$ cat src/rtl/mem_access_ctrl.sv
// -----------------------------------------------------------------------------
// mem_access_ctrl
//
// Load/store sequencer between the processor control unit and a data memory
// with a registered read port. One operation is accepted per request:
//   LOAD  : read addr, return the value on rdata
//   STORE : write wdata to addr
//   INC   : read addr, write back value+1, return the written value and carry
//   op=11 : illegal, completes immediately with err and no memory access
//
// State sequence after the accepting edge:
//   LOAD  : RD -> CAP -> DONE
//   STORE : WR -> DONE
//   INC   : RD -> CAP -> WR -> DONE
//   bad   : DONE
//
// Ports
//   clk, rst          clock, synchronous active-high reset
//   req, op, addr,    request handshake; sampled only while ready=1
//   wdata
//   ready             idle, a request this cycle will be accepted
//   done              one-cycle completion pulse
//   rdata, carry      result of last LOAD/INC, held until the next completion
//   err               illegal op flag, valid with done, cleared on next accept
//   mem_read_en,      memory strobes, decoded from state only
//   mem_write_en
//   mem_addr,         memory address / write data; latched values outside
//   mem_datain        IDLE, zero in IDLE
//   mem_dataout       memory read data, valid only the cycle after read_en
// -----------------------------------------------------------------------------
module mem_access_ctrl #(
    parameter int ADDR_W = 4,
    parameter int DATA_W = 4
) (
    input  logic              clk,
    input  logic              rst,
    input  logic              req,
    input  logic [1:0]        op,
    input  logic [ADDR_W-1:0] addr,
    input  logic [DATA_W-1:0] wdata,
    output logic              ready,
    output logic              done,
    output logic [DATA_W-1:0] rdata,
    output logic              carry,
    output logic              err,
    output logic              mem_read_en,
    output logic              mem_write_en,
    output logic [ADDR_W-1:0] mem_addr,
    output logic [DATA_W-1:0] mem_datain,
    input  logic [DATA_W-1:0] mem_dataout
);

    typedef enum logic [2:0] {
        S_IDLE,
        S_RD,
        S_CAP,
        S_WR,
        S_DONE
    } state_t;

    localparam logic [1:0] OP_LOAD  = 2'b00;
    localparam logic [1:0] OP_STORE = 2'b01;
    localparam logic [1:0] OP_INC   = 2'b10;

    state_t            state_q;
    logic [1:0]        op_q;
    logic [ADDR_W-1:0] addr_q;
    // Holds the latched store data, and for INC is overwritten in CAP with the
    // incremented value (the "work" value) so WR always drives this register.
    logic [DATA_W-1:0] datain_q;
    logic [DATA_W-1:0] rdata_q;
    logic              carry_q;
    logic              err_q;

    always_ff @(posedge clk) begin
        if (rst) begin
            state_q  <= S_IDLE;
            op_q     <= OP_LOAD;
            addr_q   <= '0;
            datain_q <= '0;
            rdata_q  <= '0;
            carry_q  <= 1'b0;
            err_q    <= 1'b0;
        end else begin
            case (state_q)
                S_IDLE: begin
                    if (req) begin
                        op_q     <= op;
                        addr_q   <= addr;
                        datain_q <= wdata;
                        err_q    <= 1'b0;
                        case (op)
                            OP_LOAD,
                            OP_INC:   state_q <= S_RD;
                            OP_STORE: state_q <= S_WR;
                            default: begin
                                err_q   <= 1'b1;
                                state_q <= S_DONE;
                            end
                        endcase
                    end
                end

                S_RD: begin
                    state_q <= S_CAP;
                end

                // Memory read data is only valid in this cycle.
                S_CAP: begin
                    if (op_q == OP_INC) begin
                        datain_q <= mem_dataout + 1'b1;
                        carry_q  <= &mem_dataout;
                        state_q  <= S_WR;
                    end else begin
                        rdata_q  <= mem_dataout;
                        carry_q  <= 1'b0;
                        state_q  <= S_DONE;
                    end
                end

                S_WR: begin
                    if (op_q == OP_INC) begin
                        rdata_q <= datain_q;
                    end else begin
                        carry_q <= 1'b0;
                    end
                    state_q <= S_DONE;
                end

                S_DONE: begin
                    // Leaving for IDLE: the memory bus returns to zero.
                    addr_q   <= '0;
                    datain_q <= '0;
                    state_q  <= S_IDLE;
                end

                default: begin
                    state_q <= S_IDLE;
                end
            endcase
        end
    end

    // Strobes and ready are gated by rst so a reset edge can never commit a
    // write or accept a request.
    assign ready        = (state_q == S_IDLE) && !rst;
    assign mem_read_en  = (state_q == S_RD)   && !rst;
    assign mem_write_en = (state_q == S_WR)   && !rst;
    assign done         = (state_q == S_DONE);

    assign mem_addr     = addr_q;
    assign mem_datain   = datain_q;
    assign rdata        = rdata_q;
    assign carry        = carry_q;
    assign err          = err_q;

endmodule

$ cat config.mk
export PLATFORM = sky130hd
export DESIGN_NAME = mem_access_ctrl
export DESIGN_NICKNAME = d
export VERILOG_FILES = /design/src/rtl/mem_access_ctrl.sv
export SDC_FILE = /design/constraint.sdc
export NUM_CORES = 1
export LEC_CHECK = 0
export CAP_MARGIN = 25
export CORE_UTILIZATION = 30
export CTS_CLUSTER_DIAMETER = 200
export DETAILED_ROUTE_END_ITERATION = 7
export GPL_TIMING_DRIVEN = 0
export MAX_ROUTING_LAYER = met4
export SKIP_LAST_GASP = 1
export SYNTH_ARGS = -nofsm -noshare
export SYNTH_HDL_FRONTEND = slang
export SYNTH_SLANG_ARGS = --single-unit
export TNS_END_PERCENT = 1
$ cat constraint.sdc
create_clock -name clk -period 1.4 [get_ports clk]
set_clock_uncertainty 0.1 [all_clocks]
set_input_delay 0.42 -clock clk [delete_from_list [all_inputs] [get_ports clk]]
set_output_delay 0.42 -clock clk [all_outputs]
set_load 0.02 [all_outputs]
# == Yosys cells after proc, flatten, opt, wreduce, memory -nomap -nowiden ==
# Cells that the tools add are included.
# word_totals
reg_bits,19
output_inout_bits,18
# classes
mux,16
reduce_logical,17
addsub,1
n_eq_ne,12
# ops
op,count
$mux 4,5
$pmux 4 s2,2
$pmux 3 s4,1
$pmux 4 s3,1
$ne 2x2->1 const B,5
$eq 3x2->1 const B,2
$mux 3,2
$pmux 3 s2,1
$reduce_and 2->1,3
$reduce_and 3->1,2
$add 4x1->4 const B,1
$eq 2x2->1 const B,2
$reduce_and 4->1,1
$reduce_bool 2->1,2
$eq 3x1->1 const B,1
$eq 3x3->1 const B,1
$logic_and 1x1->1,3
$logic_not 3->1,1
$mux 1,3
$reduce_bool 3->1,1
$reduce_or 3->1,1
$eq 2x1->1 const B,1
$logic_not 2->1,1
$pmux 1 s2,1
other kinds (2),2

# == Longest topological paths before layout ==
# logic_depth
ltp_word,5
depth_mapped,6
depth_no_buf,5

# == Worst setup path after synthesis ==
# No wires, ideal clock.
# synth_path
path_type,register to output
from,register state_q[1]
to,output port mem_read_en
arrival_ns,1.388
stages_incl_launch_ff,4
slack_ns,-0.508
path_cell_list,dfxtp_1 -> buf_6 -> clkbuf_1 -> nor4b_1
# synth_between
elab_chain_len,2
# synth_rtl
item,line,rtl
start: declaration,65,state_t state_q;
start signal: assignment,77,state_q <= S_IDLE;
start signal: assignment,94,OP_INC: state_q <= S_RD;
start signal: assignment,95,OP_STORE: state_q <= S_WR;
$eq 3x1->1,147,assign mem_read_en = (state_q == S_RD) && !rst;
$logic_and 1x1->1,147,
end: declaration,46,"output logic mem_read_en,"
# Every way passes these cells.

# == Worst setup path after layout ==
# Same ends and word-level chain as after synthesis.

==> impl_metrics.json <==
{
  "status": "finished, violations left",
  "violations": "negative setup slack",
  "synthCells": 109,
  "clkTransAtPathRegs_ns": 0.12,
  "worst_path_largest_cell_delay_ns": 0.38,
  "crit_family": "flip-flops",
  "highest_layer": "met4",
  "yosysSeqAreaShare": 0.389,
  "synth_top_area_share": 0.389,
  "initial_core_util": 0.317,
  "fin_hold_ws_ns": 0.364,
  "min_period_over_period": 1.27,
  "rsz0062_at_grt": "yes",
  "netlist.top_cell.by_area": "dfxtp_1",
  "drc_errors": 0,
  "ios": 35,
  "slowest_stage": "dfxtp_4",
  "synth_seq_cells": 19,
  "cts.sinks": 19,
  "maxCapViolations": 0,
  "reg2reg_from": "state_q[1]$_SDFFE_PP0P_",
  "hold_viol_final": 0,
  "row_count": 20,
  "place_inst": 187,
  "cts-root-buf": "clkbuf_4",
  "htree_levels": 1,
  "synth-edff-count": 0,
  "ys.flop_type": "dfxtp_1",
  "period_minus_slack_ns": 1.77,
  "ff2ff_path_depth": 5,
  "setup-violations-final": 32,
  "critPathArrivalTime_ns": 1.25,
  "post_drt_via_cell_ratio": 4.94,
  "p_leak_nw": 0.689,
  "drt-met1-wl_um": 1220,
  "async_flop_share": 0,
  "clk_latency_ns": 0.30,
  "cts_made_buffers": 3,
  "power_mw": 1.54,
  "routed_wl_um": 2640,
  "critPathCaptureType": "output pin",
  "fmax_mhz": 564,
  "tritoncts": "built",
  "antenna_found_initial": 0,
  "placed_area_um2": 1440,
  "ir_drop_uv": 417,
  "first_pass_iters": 4,
  "drtAntennaViolNets": 0,
  "crit_path_max_fanout": 5,
  "grt_max_degree": 12,
  "routed-wl-met2_um": 1270,
  "min_path_type": "reg2reg",
  "dr_wl_met3_um": 123,
  "worstPathCellList": "clkbuf_16 -> nor4b_4 -> buf_4",
  "criticalPathCategory": "reg2out",
  "timing.reg2reg.setup_slack_ns": -0.28,
  "finish.instance_area_um2": 1570,
  "maxSlewViolCount": 0,
  "grt_pass1_wl_um": 4270,
  "wire_per_inst_um": 13.3,
  "vias": 979,
  "worstHoldStart": "rdata[3]$_SDFFE_PP0P_",
  "worst-path-buf-inv": 2,
  "hpwl_um": 1920,
  "grt_usage": 0.166,
  "synth.distinct_cells": 38,
  "avgSynthCellArea_um2": 8.97,
  "grt_overflow_total": 0,
  "startpoint": "state_q[1]$_SDFFE_PP0P_",
  "die_area_um2": 3490,
  "start_kind": "flop",
  "ys_warn_count": 0,
  "pre_cts_slack_ns": -1.08,
  "hold_end": "rdata[3]$_SDFFE_PP0P_",
  "fin_nets": 173,
  "r2r_end": "rdata[1]$_SDFFE_PP0P_",
  "whs_path_depth": 2,
  "area_delta_synth_final_pct": 60.3,
  "syn_area_um2": 977,
  "fin_ws_ns": -0.373,
  "cts_hold_buf": 0,
  "core_area_um2": 3080,
  "io_buffers": 34,
  "fillers": 320,
  "grt_pass1_vias": 942,
  "instances_no_fill": 198,
  "syn-num-nets": 127,
  "diodes": 0,
  "layout-drive-gt1-share": 0.247,
  "die_x_um": 59.1,
  "drt_iter0_drc": 28,
  "dieHeight_um": 59.1,
  "powerDensity_nw_per_um2": 981,
  "synthTopCellsByArea": "dfxtp_1 (39%), a211oi_2 (5.1%), nor2_1 (4.6%)",
  "cp.required_ns": 0.88,
  "max_slew_margin": 0.621,
  "finalWeightedCongestion": 0.769,
  "worstMarginPinSlew_ns": 0.563,
  "cts_buffer_depth": 2
}
[Yosys cell counts, types with 2 or more instances]
cell type   n
inv_1       6
nand3_1     5
a211oi_2    4
nand3b_1    2
clkbuf_1    4
dfxtp_1    19
a21oi_1     4
a22oi_1     4
nand2_1     3
and3b_1     2
o21ai_0     5
xnor2_1     2
mux2i_1     4
o22ai_1     5
nor4_1      2
nor2_1     12
nand2b_1    5
[layer usage]
metal	GRT usage	up-vias
li1	-	478
met1	0.202	467
met2	0.281	29
met3	0.0262	5
met4	0.0510	0
met5	-	-
[kinds of logic after synthesis]
logic type / Yosys count / synth area share
buf+inv: 12 / 0.0550
simple gates: 42 / 0.268
xor+xnor: 3 / 0.0269
flops: 19 / 0.389
mux: 4 / 0.0410
compound gates: 28 / 0.207
fa+ha+maj: 1 / 0.0128
[registers in the layout (all words and copies together), names as in the netlist]
name / cells
mem_addr: 4
mem_datain: 4
rdata: 4
state_q: 3
op_q: 2
carry: 1
err: 1
[cells in the final DEF, fill, tap and decap left out, drive strengths merged, types with 2 or more instances in the layout]
master         instances
buf                   13
o21ai                  5
xnor2                  2
or3b                   2
and2                   2
clkbuf                 7
and3b                  2
nor2                  12
nand2                  3
clkdlybuf4s50         17
dlymetal6s2s           3
nand3b                 2
inv                    6
nand2b                 6
a211oi                 5
a21oi                  5
dlygate4sd2            9
nor4                   2
o22ai                  5
dfxtp                 19
a22oi                  4
nor4b                  2
mux2i                  4
nand3                  5
[layout make-up]
class | instances | area (µm²) | area share
Buffer | 5 | 82.6 | 0.0527
Clock buffer | 3 | 22.5 | 0.0144
Clock inverter | 1 | 5.00 | 0.00319
Inverter | 6 | 22.5 | 0.0144
Multi-Input combinational cell | 78 | 591 | 0.377
Sequential cell | 19 | 392 | 0.250
Tap cell | 44 | 55.1 | 0.0351
Timing Repair Buffer | 42 | 397 | 0.253
[worst min-delay path, stage by stage, from the launching register on]
cell	delay (ns)
dfxtp_1	0.32
inv_1	0.06
a211oi_2	0.05
[power breakdown]
group / switching, mW / internal [mW] / total, mW
Sequential: 0.0429 / 0.601 / 0.644
Clock: 0.182 / 0.107 / 0.289
Combinational: 0.293 / 0.311 / 0.604
Total: 0.518 / 1.02 / 1.54
[worst max path at each step]
stage	end	slack [ns]	depth (start not counted)
detailed placement	mem_read_en	-1.08	4
global placement	mem_read_en	-1.07	4
global route	mem_read_en	-0.41	3
CTS	mem_read_en	-0.39	3
floorplan	mem_read_en	-0.09	2
finish	mem_read_en	-0.37	3
[repair_timing]
item | 4_1_cts | 5_1_grt
setup buffers | 6 | 2
endpoints found under the hold margin | 0 | 0
gates cloned | 0 | 0
resized for setup | 44 | 4
setup endpoints to repair | 35 | 37
[stage by stage]
step / util / setup TNS (ns)
2_1_floorplan: - / -0.697
3_3_place_gp: 0.467 / -12.54
5_1_grt: 0.509 / -8.42
6_report: 0.509 / -6.47
3_5_place_dp: 0.467 / -13.19
4_1_cts: 0.500 / -7.87
Note: power is estimated with default switching activity, not from simulation.
